## src/rtl/bit_serializer_pkg.sv

```systemverilog
// Shared types and constants for the bit_serializer block (package ser_pkg).
// The state encoding is shared so that checkers and neighbours can decode it.
package ser_pkg;

   typedef enum logic [1:0] {
      IDLE  = 2'd0,
      SHIFT = 2'd1,
      GAP   = 2'd2
   } state_t;

   localparam int SER_WIDTH_DFLT = 8;

   // The bit counter must hold FRAME-1, which is at most WIDTH when the parity bit is appended
   function automatic int cnt_width(input int width);
      return $clog2(width + 1);
   endfunction

endpackage

```

## src/rtl/bit_serializer_if.sv

```systemverilog
// Handshake and serial-line bundle for bit_serializer.
// The master side is the word producer and line observer; the slave side is the serializer.
interface bit_serializer_if
   import ser_pkg::*;
#(
   parameter int WIDTH = SER_WIDTH_DFLT
);
   logic [WIDTH-1:0] din;
   logic             din_vld;
   logic             din_rdy;
   logic             out;
   logic             out_vld;
   logic             busy;

   modport master (
      output din, din_vld,
      input  din_rdy, out, out_vld, busy
   );

   modport slave (
      input  din, din_vld,
      output din_rdy, out, out_vld, busy
   );
endinterface

```

## src/rtl/bit_serializer.sv

```systemverilog
// Parallel-to-serial stage, MSB first, feeding a "1011" sequence detector.
// Build option SER_PARITY_EN appends an even-parity bit to every frame.
module bit_serializer
   import ser_pkg::*;
#(
   parameter int WIDTH = SER_WIDTH_DFLT,
   parameter int GAP   = 0
) (
   input  logic            clk,
   input  logic            rst,
   bit_serializer_if.slave bus
);

`ifdef SER_PARITY_EN
   localparam int FRAME = WIDTH + 1;
`else
   localparam int FRAME = WIDTH;
`endif
   localparam int            CW       = cnt_width(WIDTH);
   localparam logic [CW-1:0] CNT_ZERO = {CW{1'b0}};
   localparam logic [CW-1:0] CNT_ONE  = CW'(1'b1);
   localparam logic [CW-1:0] LAST_CNT = CW'(FRAME - 1);
   localparam bit            HAS_GAP  = (GAP > 32'sd0);
   localparam logic [7:0]    GAP_LOAD = HAS_GAP ? 8'(GAP - 1) : 8'd0;

   state_t           state_r;
   state_t           state_s;
   logic [WIDTH-1:0] shift_r;
   logic [WIDTH-1:0] shift_s;
   logic [CW-1:0]    bit_cnt_r;
   logic [CW-1:0]    bit_cnt_s;
   logic [7:0]       gap_cnt_r;
   logic [7:0]       gap_cnt_s;
   logic             din_rdy_s;
   logic             accept_s;
   logic             out_s;
   logic             out_r;
   logic             out_vld_r;
   logic             busy_r;

`ifdef SER_PARITY_EN
   logic parity_r;
   logic parity_s;

   function automatic logic even_parity(input logic [WIDTH-1:0] word);
      return ^word;
   endfunction
`endif

   // Ready is decoded from state and counters only and held low during reset
   always_comb begin
      din_rdy_s = 1'b0;
      if (rst) begin
         din_rdy_s = 1'b0;
      end else begin
         case (state_r)
            IDLE:         din_rdy_s = 1'b1;
            SHIFT:        din_rdy_s = (bit_cnt_r == CNT_ZERO) && !HAS_GAP;
            ser_pkg::GAP: din_rdy_s = 1'b0;
            default:      din_rdy_s = 1'b0;
         endcase
      end
   end

   assign accept_s = bus.din_vld & din_rdy_s;

   // Next-state, datapath and next-output decode; an accept always starts a fresh frame
   always_comb begin
      state_s   = state_r;
      shift_s   = shift_r;
      bit_cnt_s = bit_cnt_r;
      gap_cnt_s = gap_cnt_r;
`ifdef SER_PARITY_EN
      parity_s  = parity_r;
`endif
      if (accept_s) begin
         state_s   = SHIFT;
         shift_s   = bus.din;
         bit_cnt_s = LAST_CNT;
`ifdef SER_PARITY_EN
         parity_s  = even_parity(bus.din);
`endif
      end else begin
         case (state_r)
            IDLE: state_s = IDLE;
            SHIFT: begin
               if (bit_cnt_r != CNT_ZERO) begin
                  shift_s   = {shift_r[WIDTH-2:0], 1'b0};
                  bit_cnt_s = bit_cnt_r - CNT_ONE;
               end else if (HAS_GAP) begin
                  state_s   = ser_pkg::GAP;
                  gap_cnt_s = GAP_LOAD;
               end else begin
                  state_s   = IDLE;
               end
            end
            ser_pkg::GAP: begin
               if (gap_cnt_r == 8'd0) begin
                  state_s   = IDLE;
               end else begin
                  gap_cnt_s = gap_cnt_r - 8'd1;
               end
            end
            default: state_s = IDLE;
         endcase
      end

      // The line is forced to 0 outside SHIFT so the detector falls back to idle
      out_s = 1'b0;
      if (state_s == SHIFT) begin
`ifdef SER_PARITY_EN
         if (bit_cnt_s == CNT_ZERO) begin
            out_s = parity_s;
         end else begin
            out_s = shift_s[WIDTH-1];
         end
`else
         out_s = shift_s[WIDTH-1];
`endif
      end else begin
         out_s = 1'b0;
      end
   end

   // State, datapath and registered outputs
   always_ff @(posedge clk or posedge rst) begin
      if (rst) begin
         state_r   <= IDLE;
         shift_r   <= {WIDTH{1'b0}};
         bit_cnt_r <= CNT_ZERO;
         gap_cnt_r <= 8'd0;
`ifdef SER_PARITY_EN
         parity_r  <= 1'b0;
`endif
         out_r     <= 1'b0;
         out_vld_r <= 1'b0;
         busy_r    <= 1'b0;
      end else begin
         state_r   <= state_s;
         shift_r   <= shift_s;
         bit_cnt_r <= bit_cnt_s;
         gap_cnt_r <= gap_cnt_s;
`ifdef SER_PARITY_EN
         parity_r  <= parity_s;
`endif
         out_r     <= out_s;
         out_vld_r <= (state_s == SHIFT);
         busy_r    <= (state_s != IDLE);
      end
   end

   assign bus.din_rdy = din_rdy_s;
   assign bus.out     = out_r;
   assign bus.out_vld = out_vld_r;
   assign bus.busy    = busy_r;

endmodule

```

## src/flat_wrapper.sv

```systemverilog
// flat-port wrapper written by rule: the top's interface ports become plain ports
module bit_serializer_flat import ser_pkg::*;
#(
   parameter int WIDTH = SER_WIDTH_DFLT,
   parameter int GAP   = 0
)
  (clk, rst, bus_din, bus_din_vld, bus_din_rdy, bus_out, bus_out_vld, bus_busy);
  bit_serializer_if #(.WIDTH(WIDTH)) bus_i ();
  input  logic clk;
  input  logic rst;
  input wire logic [$bits(bus_i.din)-1:0] bus_din;
  input wire logic [$bits(bus_i.din_vld)-1:0] bus_din_vld;
  output wire logic [$bits(bus_i.din_rdy)-1:0] bus_din_rdy;
  output wire logic [$bits(bus_i.out)-1:0] bus_out;
  output wire logic [$bits(bus_i.out_vld)-1:0] bus_out_vld;
  output wire logic [$bits(bus_i.busy)-1:0] bus_busy;
  assign bus_i.din = bus_din;
  assign bus_i.din_vld = bus_din_vld;
  assign bus_din_rdy = bus_i.din_rdy;
  assign bus_out = bus_i.out;
  assign bus_out_vld = bus_i.out_vld;
  assign bus_busy = bus_i.busy;
  bit_serializer #(.WIDTH(WIDTH), .GAP(GAP)) u_core (.clk(clk), .rst(rst), .bus(bus_i));
endmodule
```

## config.mk

```make
export PLATFORM = sky130hd
export DESIGN_NAME = bit_serializer_flat
export DESIGN_NICKNAME = d
export VERILOG_FILES = /design/src/rtl/bit_serializer_pkg.sv /design/src/rtl/bit_serializer_if.sv /design/src/rtl/bit_serializer.sv /design/src/flat_wrapper.sv
export SDC_FILE = /design/constraint.sdc
export NUM_CORES = 1
export LEC_CHECK = 0
export CORE_ASPECT_RATIO = 1.4
export CORE_MARGIN = 5
export CORE_UTILIZATION = 49
export CTS_CLUSTER_DIAMETER = 120
export DETAILED_ROUTE_END_ITERATION = 10
export GPL_ROUTABILITY_DRIVEN = 0
export HOLD_SLACK_MARGIN = 0.06
export PLACE_DENSITY = 0.74
export SLEW_MARGIN = 20
export SYNTH_ARGS = -nofsm -noshare
export SYNTH_HDL_FRONTEND = slang
export SYNTH_SLANG_ARGS = --single-unit
export TNS_END_PERCENT = 50
```

## constraint.sdc

```tcl
create_clock -name clk -period 1.6 [get_ports clk]
set_input_delay 0.4 -clock clk [delete_from_list [all_inputs] [get_ports clk]]
set_output_delay 0.4 -clock clk [all_outputs]
set_load 0.02 [all_outputs]
```

==> run_results.csv, run 1 <==
group,metric,value,unit
critical_path,cp_num_buf_inv,2,
logic_synthesis,synth-seq-cells,25,
critical_path,path_delay_family,"flip-flops",
status,violations,"setup timing",
critical_path,ff2ff_path_depth,7,
floorplan,die_h,70.45,um
flow_run,max-cap-violations,0,
cts,cts_tree,"done",
power,clock_power_share,0.213,
routing,vias_per_cell,5.235,
final_layout,antenna_cells,0,
cts,ctsHtreeMaxLevel,1,
critical_path,path_cells,"inv_2 -> ha_4 -> and4bb_2 -> nor2_2 -> nor2_2 -> buf_6",
sta,worst_slack,-0.2514,ns
sta,maxSlewViolCount,0,
routing,totalWireLength,2.785,mm
logic_synthesis,synth_top_area_frac,0.4892,
final_layout,layout_commonest_cell,"dfrtp_1",
critical_path,slowest_stage,"dfrtp_1",
logic_synthesis,postSynthAreaPerCell,9.990,sq um
sta,slew_headroom,0.7460,
logic_synthesis,yosysTopAreaCell,"dfrtp_1",
critical_path,path_max_fanout,2,
power,ir_drop,0.5084,mV
routing,vias,1068,
critical_path,cp.required,1.20,ns
cts,insertion_delay,0.31,ns
power,p_leak,0.8081,nW
floorplan,initial_core_util,0.4995,
critical_path,end_kind,"primary output",
cts,hold_buffers,0,
power,p_sw,0.0003565,W
placed_design,dp_hpwl,1.866,mm
cts,cts.path.max_buffers,2,
logic_synthesis,synth-seq-area-share,0.4892,
floorplan,coreArea,2560,sq um
floorplan,die_area,3746,sq um
global_routing,track_usage,0.1600,
worst_hold_path,hold_path_depth,2,
cts,cts_buffers,3,
cts,cts.sinks,25,
final_layout,nets,186,
critical_path,path_common_cell,"nor2_2",
power,p_total,0.001300,W
routing,drt_iter0_drc,23,
sta,fmax,0.5401,GHz
sta,setup_tns,-2.489,ns
worst_hold_path,hp-class,"register to register",
power,seq_power_share,0.553,
sta,finalSetupViolCount,24,
sta,tightest_slew,0.3781,ns
final_layout,utilization,0.7121,
global_routing,grt_overflow_total,0,
floorplan,die_w,53.18,um
critical_path,cp.depth,6,
sta,hold_violations,0,
routing,drc,0,
power,p_sw_frac,0.2742,
sta,fin_skew,0.001422,ns
routing,post_drt_wl_per_cell,13.65,um
floorplan,ioPinCount,15,
global_routing,antenna_found_initial,0,
sta,post-route-min-period,1.851,ns
critical_path,path_class,"register to primary output",
final_layout,fillCellCount,198,
critical_path,critPathArrivalTime,1.45,ns
logic_synthesis,synth.distinct_cells,37,
floorplan,row_count,22,
sta,rsz0062_at_grt,"yes",
critical_path,worstSetupStartpointType,"register",
logic_synthesis,synth_warnings,0,
power,intPower,0.0009435,W
placed_design,port_buffers,14,
logic_synthesis,synth.cell_area,1279,sq um
final_layout,final_cell_mix,"25 x dfrtp_1, 18 x nand2_1, 17 x buf_4",
global_routing,grt_max_degree,26,
final_layout,layout-drive-gt1-share,0.3750,
cts,path_clk_slew,0.13,ns
sta,timing.final.crit_share,1.157,
routing,drt_pre_antenna_iters,4,
power,power_frac_comb,0.234,
logic_synthesis,synthesis.nets,145,
global_routing,grt_pass1_wl,4.657,mm
logic_synthesis,ys_top_cells_by_area,"dfrtp_1 49%, ha_1 5.9%, nand2_1 5.3%, nor2_1 4.4%, xnor2_1 4.1%",
cts,ctsRootBufferMaster,"clkbuf_4",
power,power_density,713.1,nW/um^2
status,status,"complete, but fails checks",
global_routing,grt_pass1_vias,1112,
routing,ant_nets,0,
logic_synthesis,synth_cells,128,
critical_path,max_stage_delay,0.42,ns
final_layout,syn_to_final_growth,42.56,%
timing repair:
| action | CTS | global route |
|---|---|---|
| gates resized for setup | 32 | 17 |
| setup endpoints to repair | 25 | 26 |
| cloned | 1 | 0 |
| buffers inserted | 4 | 2 |
| pin swaps | 6 | 6 |
area by class of cell:
| type | count | area, sq um | share of cell area |
|---|---|---|---|
| Timing Repair Buffer | 40 | 379.1 | 0.2080 |
| Tap cell | 36 | 45.04 | 0.02471 |
| Inverter | 7 | 26.28 | 0.01441 |
| Sequential cell | 25 | 625.6 | 0.3432 |
| Clock buffer | 4 | 26.28 | 0.01441 |
| Multi-Input combinational cell | 92 | 720.7 | 0.3953 |
synthesized netlist by cell type, drive strengths merged:
| cell | n |
|---|---|
| dfrtp | 25 |
| nand2 | 19 |
| nor2 | 15 |
| inv | 7 |
| a31oi | 6 |
| ha | 6 |
| o21ai | 6 |
| xnor2 | 6 |
| a21oi | 4 |
| buf | 4 |
| and2 | 3 |
| nand3 | 3 |
| nand4 | 3 |
| nor3 | 3 |
| and3 | 2 |
| nand4b | 2 |
| o211ai | 2 |
| a21boi | 1 |
| and4bb | 1 |
| mux2 | 1 |
| mux2i | 1 |
| nor2b | 1 |
| nor3b | 1 |
| nor4 | 1 |
| o2111ai | 1 |
| o21a | 1 |
| o31ai | 1 |
| or3b | 1 |
| xor2 | 1 |
per-layer routing:
metal  part of all wire  routed length [um]  vias up  track usage
li1                   -                   -      517            -
met1               0.39                1092      523       0.1831
met2               0.56                1562       20       0.2942
met3              0.025                  69        8      0.02132
met4              0.022                  61        0      0.04830
met5                  0                   0        -            0
state kept, by name, summed over array words and instances, names as in the netlist:
signal and cells:
u_core.shift_r 8, u_core.gap_cnt_r 8, u_core.bus.out_vld 1, u_core.bus.out 1, u_core.bit_cnt_r 4, u_core.bus.busy 1, u_core.state_r 2
worst reg2reg max path, stage by stage (launching register included):
cell     delay (ns)
dfrtp_1        0.42
inv_2          0.08
ha_4           0.13
buf_4          0.10
or3b_4         0.37
and2_4         0.18
mux2i_2        0.16
o31ai_1        0.25
power by group through the flow:
| stage | clock network [W] | logic, W | registers, W |
|---|---|---|---|
| after floorplan | 0 | 0.000129 | 0.000730 |
| after global placement | 0 | 0.000229 | 0.000724 |
| after detailed placement | 0 | 0.000237 | 0.000726 |
| after CTS | 0.000285 | 0.000273 | 0.000716 |
| after global routing | 0.000312 | 0.000335 | 0.000728 |
| final | 0.000277 | 0.000305 | 0.000719 |
cells by family (layout without fill, tap and decap cells):
family,after synthesis,count (layout),share of synthesized area
AND/OR/NAND/NOR,55,55,0.2270
buffers and inverters,11,51,0.04306
multiplexers,2,2,0.01663
flip-flops,25,25,0.4892
AO/OA/AOI/OAI,22,22,0.1174
XOR/XNOR,7,7,0.04795
adder cells (fa/ha/maj),6,6,0.05871
worst paths after layout:
check / start / end / slack (ns)
setup / recovery: u_core.bit_cnt_r[1] / bus_din_rdy / -0.25
hold / removal: u_core.shift_r[0] / u_core.shift_r[0] / 0.52
setup reg to reg: u_core.bit_cnt_r[1] / u_core.bus.out / -0.19
hold reg to reg: u_core.shift_r[0] / u_core.shift_r[0] / 0.52
max in group asynchronous: rst / u_core.shift_r[2] / 0.82
min in group asynchronous: rst / u_core.bit_cnt_r[3] / 0.54
stage by stage:
step / hold WS, ns / setup slack [ns] / std cells / area, sq um
after floorplan: 0.4273 / -0.01288 / 128 / 1286
after global placement: 0.4832 / -0.3609 / 194 / 1590
after detailed placement: 0.4868 / -0.3813 / 194 / 1590
after CTS: 0.4986 / -0.2351 / 203 / 1739
after global routing: 0.5553 / -0.3297 / 204 / 1823
final: 0.5225 / -0.2514 / 204 / 1823
(Power assumes the default switching activity.)
==> inputs of run 2 (changes only) <==
Settings changed: GPL_ROUTABILITY_DRIVEN 0 to unset.
==> results of run 2 <==
No change in the layout: final DEF, timing and power equal those of run 1.
==> inputs of run 3 (changes only) <==
Settings changed: REMOVE_ABC_BUFFERS set to 1.
==> run_results.csv, run 3 (same netlist as run 1, synthesis figures left out) <==
group,metric,value,unit
sta,tightest_slew,0.3196,ns
final_layout,final_cell_mix,"27 x buf_4, 25 x dfrtp_1, 17 x nand2_1",
floorplan,row_count,22,
power,ir_drop,0.6162,mV
critical_path,critPathArrivalTime,2.09,ns
final_layout,layout-drive-gt1-share,0.3678,
cts,cts.path.max_buffers,2,
floorplan,ioPinCount,15,
floorplan,coreArea,2560,sq um
status,status,"complete, but fails checks",
global_routing,grt_pass1_wl,5.202,mm
flow_run,max-cap-violations,0,
final_layout,antenna_cells,0,
sta,fin_skew,0.004071,ns
power,power_density,729.8,nW/um^2
critical_path,worstSetupStartpointType,"register",
final_layout,nets,192,
final_layout,fin_cells,210,
sta,finalSetupViolCount,26,
power,power_frac_comb,0.252,
critical_path,cp.required,1.83,ns
routing,drt_pre_antenna_iters,4,
critical_path,path_class,"register to register",
routing,vias_per_cell,5.367,
floorplan,initial_core_util,0.4995,
critical_path,path_max_fanout,6,
placed_design,dp_hpwl,2.068,mm
placed_design,routabilityCongestion,0.7361,
sta,worst_slack,-0.2657,ns
cts,cts.sinks,25,
final_layout,utilization,0.7180,
final_layout,layout_commonest_cell,"buf_4",
sta,post-route-min-period,1.866,ns
floorplan,die_w,53.18,um
routing,drc,0,
power,intPower,0.0009623,W
floorplan,die_h,70.45,um
cts,path_clk_slew,0.14,ns
final_layout,top_regs,"u_core.gap_cnt_r (8), u_core.shift_r (8), u_core.bit_cnt_r (4)",
critical_path,path_cells,"inv_2 -> ha_4 -> buf_4 -> buf_6 -> or3b_4 -> and2_4 -> mux2i_1 -> o31ai_1",
routing,drt_iter0_drc,49,
sta,hold_violations,0,
global_routing,grt_pass1_vias,1134,
sta,rsz0062_at_grt,"yes",
cts,ctsHtreeMaxLevel,1,
sta,timing.final.crit_share,1.166,
placed_design,port_buffers,14,
final_layout,fillCellCount,190,
routing,ant_nets,0,
critical_path,slowest_stage,"dfrtp_1",
worst_hold_path,hp-class,"input port to asynchronous set/reset pin",
critical_path,cp_num_buf_inv,3,
cts,insertion_delay,0.31,ns
critical_path,max_stage_delay,0.42,ns
routing,post_drt_wl_per_cell,14.79,um
sta,fmax,0.5360,GHz
critical_path,end_kind,"register",
status,violations,"setup timing",
power,seq_power_share,0.538,
power,p_sw_frac,0.2826,
power,p_sw,0.0003790,W
sta,slew_headroom,0.7853,
sta,maxSlewViolCount,0,
global_routing,track_usage,0.1828,
global_routing,grt_max_degree,26,
global_routing,grt_overflow_total,0,
final_layout,syn_to_final_growth,43.74,%
power,p_leak,0.8376,nW
cts,hold_buffers,0,
placed_design,placedCellCount,196,
routing,totalWireLength,3.106,mm
cts,cts_tree,"done",
floorplan,die_area,3746,sq um
routing,vias,1127,
cts,ctsRootBufferMaster,"clkbuf_4",
critical_path,path_delay_family,"simple AND/OR/NAND/NOR gates",
cts,cts_buffers,3,
power,clock_power_share,0.210,
global_routing,antenna_found_initial,0,
-- run 3: cell count changes in the layout (fill, tap and decap cells not counted), sizes merged --
cell	change
buf	+6
clkbuf	-1
clkinv	+1
-- run 3: worst paths after layout --
check | start | to | slack (ns) | cells after the start
worst max-delay path | u_core.bit_cnt_r[0] | u_core.bus.out | -0.27 | 8
worst min-delay path | rst | u_core.bit_cnt_r[3] | 0.49 | 3
worst max register to register | u_core.bit_cnt_r[0] | u_core.bus.out | -0.27 | 8
worst min register to register | u_core.gap_cnt_r[6] | u_core.gap_cnt_r[6] | 0.52 | 1
max in group asynchronous | rst | u_core.state_r[0] | 0.87 | 3
min in group clk | u_core.gap_cnt_r[6] | u_core.gap_cnt_r[6] | 0.52 | 1
-- run 3: area by class of cell --
class                   count  area (sq um)  area share
multi-input cells          92         699.4      0.3805
flip-flops and latches     25         625.6      0.3404
repair buffers             46         414.1      0.2253
well taps                  36         45.04     0.02451
inverters                   7         26.28     0.01430
clock buffers               3         22.52     0.01225
clock inverters             1         5.005    0.002723
-- run 3: repair_timing --
item | CTS | global route
resized for setup | 33 | 5
gates cloned | 1 | 0
pin swaps | 15 | 5
endpoints found under the setup margin | 29 | 26
buffers inserted | 6 | 4
-- run 3: power by group through the flow --
stage               registers (W)  clock network (W)  logic [W]
finish                   0.000721           0.000282   0.000338
global route             0.000726           0.000321   0.000368
CTS                      0.000718           0.000286   0.000314
detailed placement       0.000729                  0   0.000251
global placement         0.000725                  0   0.000241
floorplan                0.000730                  0   0.000118
-- run 3: per-stage QoR --
step / hold slack (ns) / worst slack (ns) / instance area (sq um) / TNS [ns] / power [W]
CTS: 0.5015 / -0.2485 / 1805 / -4.258 / 0.001319
global placement: 0.4805 / -0.3514 / 1613 / -2.858 / 0.0009655
floorplan: 0.4273 / -0.5236 / 1250 / -7.058 / 0.0008478
finish: 0.4868 / -0.2657 / 1838 / -4.433 / 0.001341
detailed placement: 0.5117 / -0.3937 / 1613 / -4.227 / 0.0009807
global route: 0.5237 / -0.3118 / 1838 / -5.792 / 0.001414
-- run 3: worst register-to-register path: cells and delay by family (launching register included) --
kind	cells	cell delay [ns]
adders and majority gates	1	0.13
muxes	1	0.14
DFF	1	0.42
AOI/OAI and AO/OA	1	0.25
and+or+nand+nor	2	0.55
buffers and inverters	3	0.29
-- run 3: routing by layer --
| metal | up-vias | GRT usage | share of wire |
|---|---|---|---|
| li1 | 532 | - | - |
| met5 | - | 0 | 0 |
| met1 | 571 | 0.2107 | 0.39 |
| met3 | 2 | 0.03198 | 0.032 |
| met4 | 0 | 0.02841 | 0.0042 |
| met2 | 22 | 0.3425 | 0.58 |
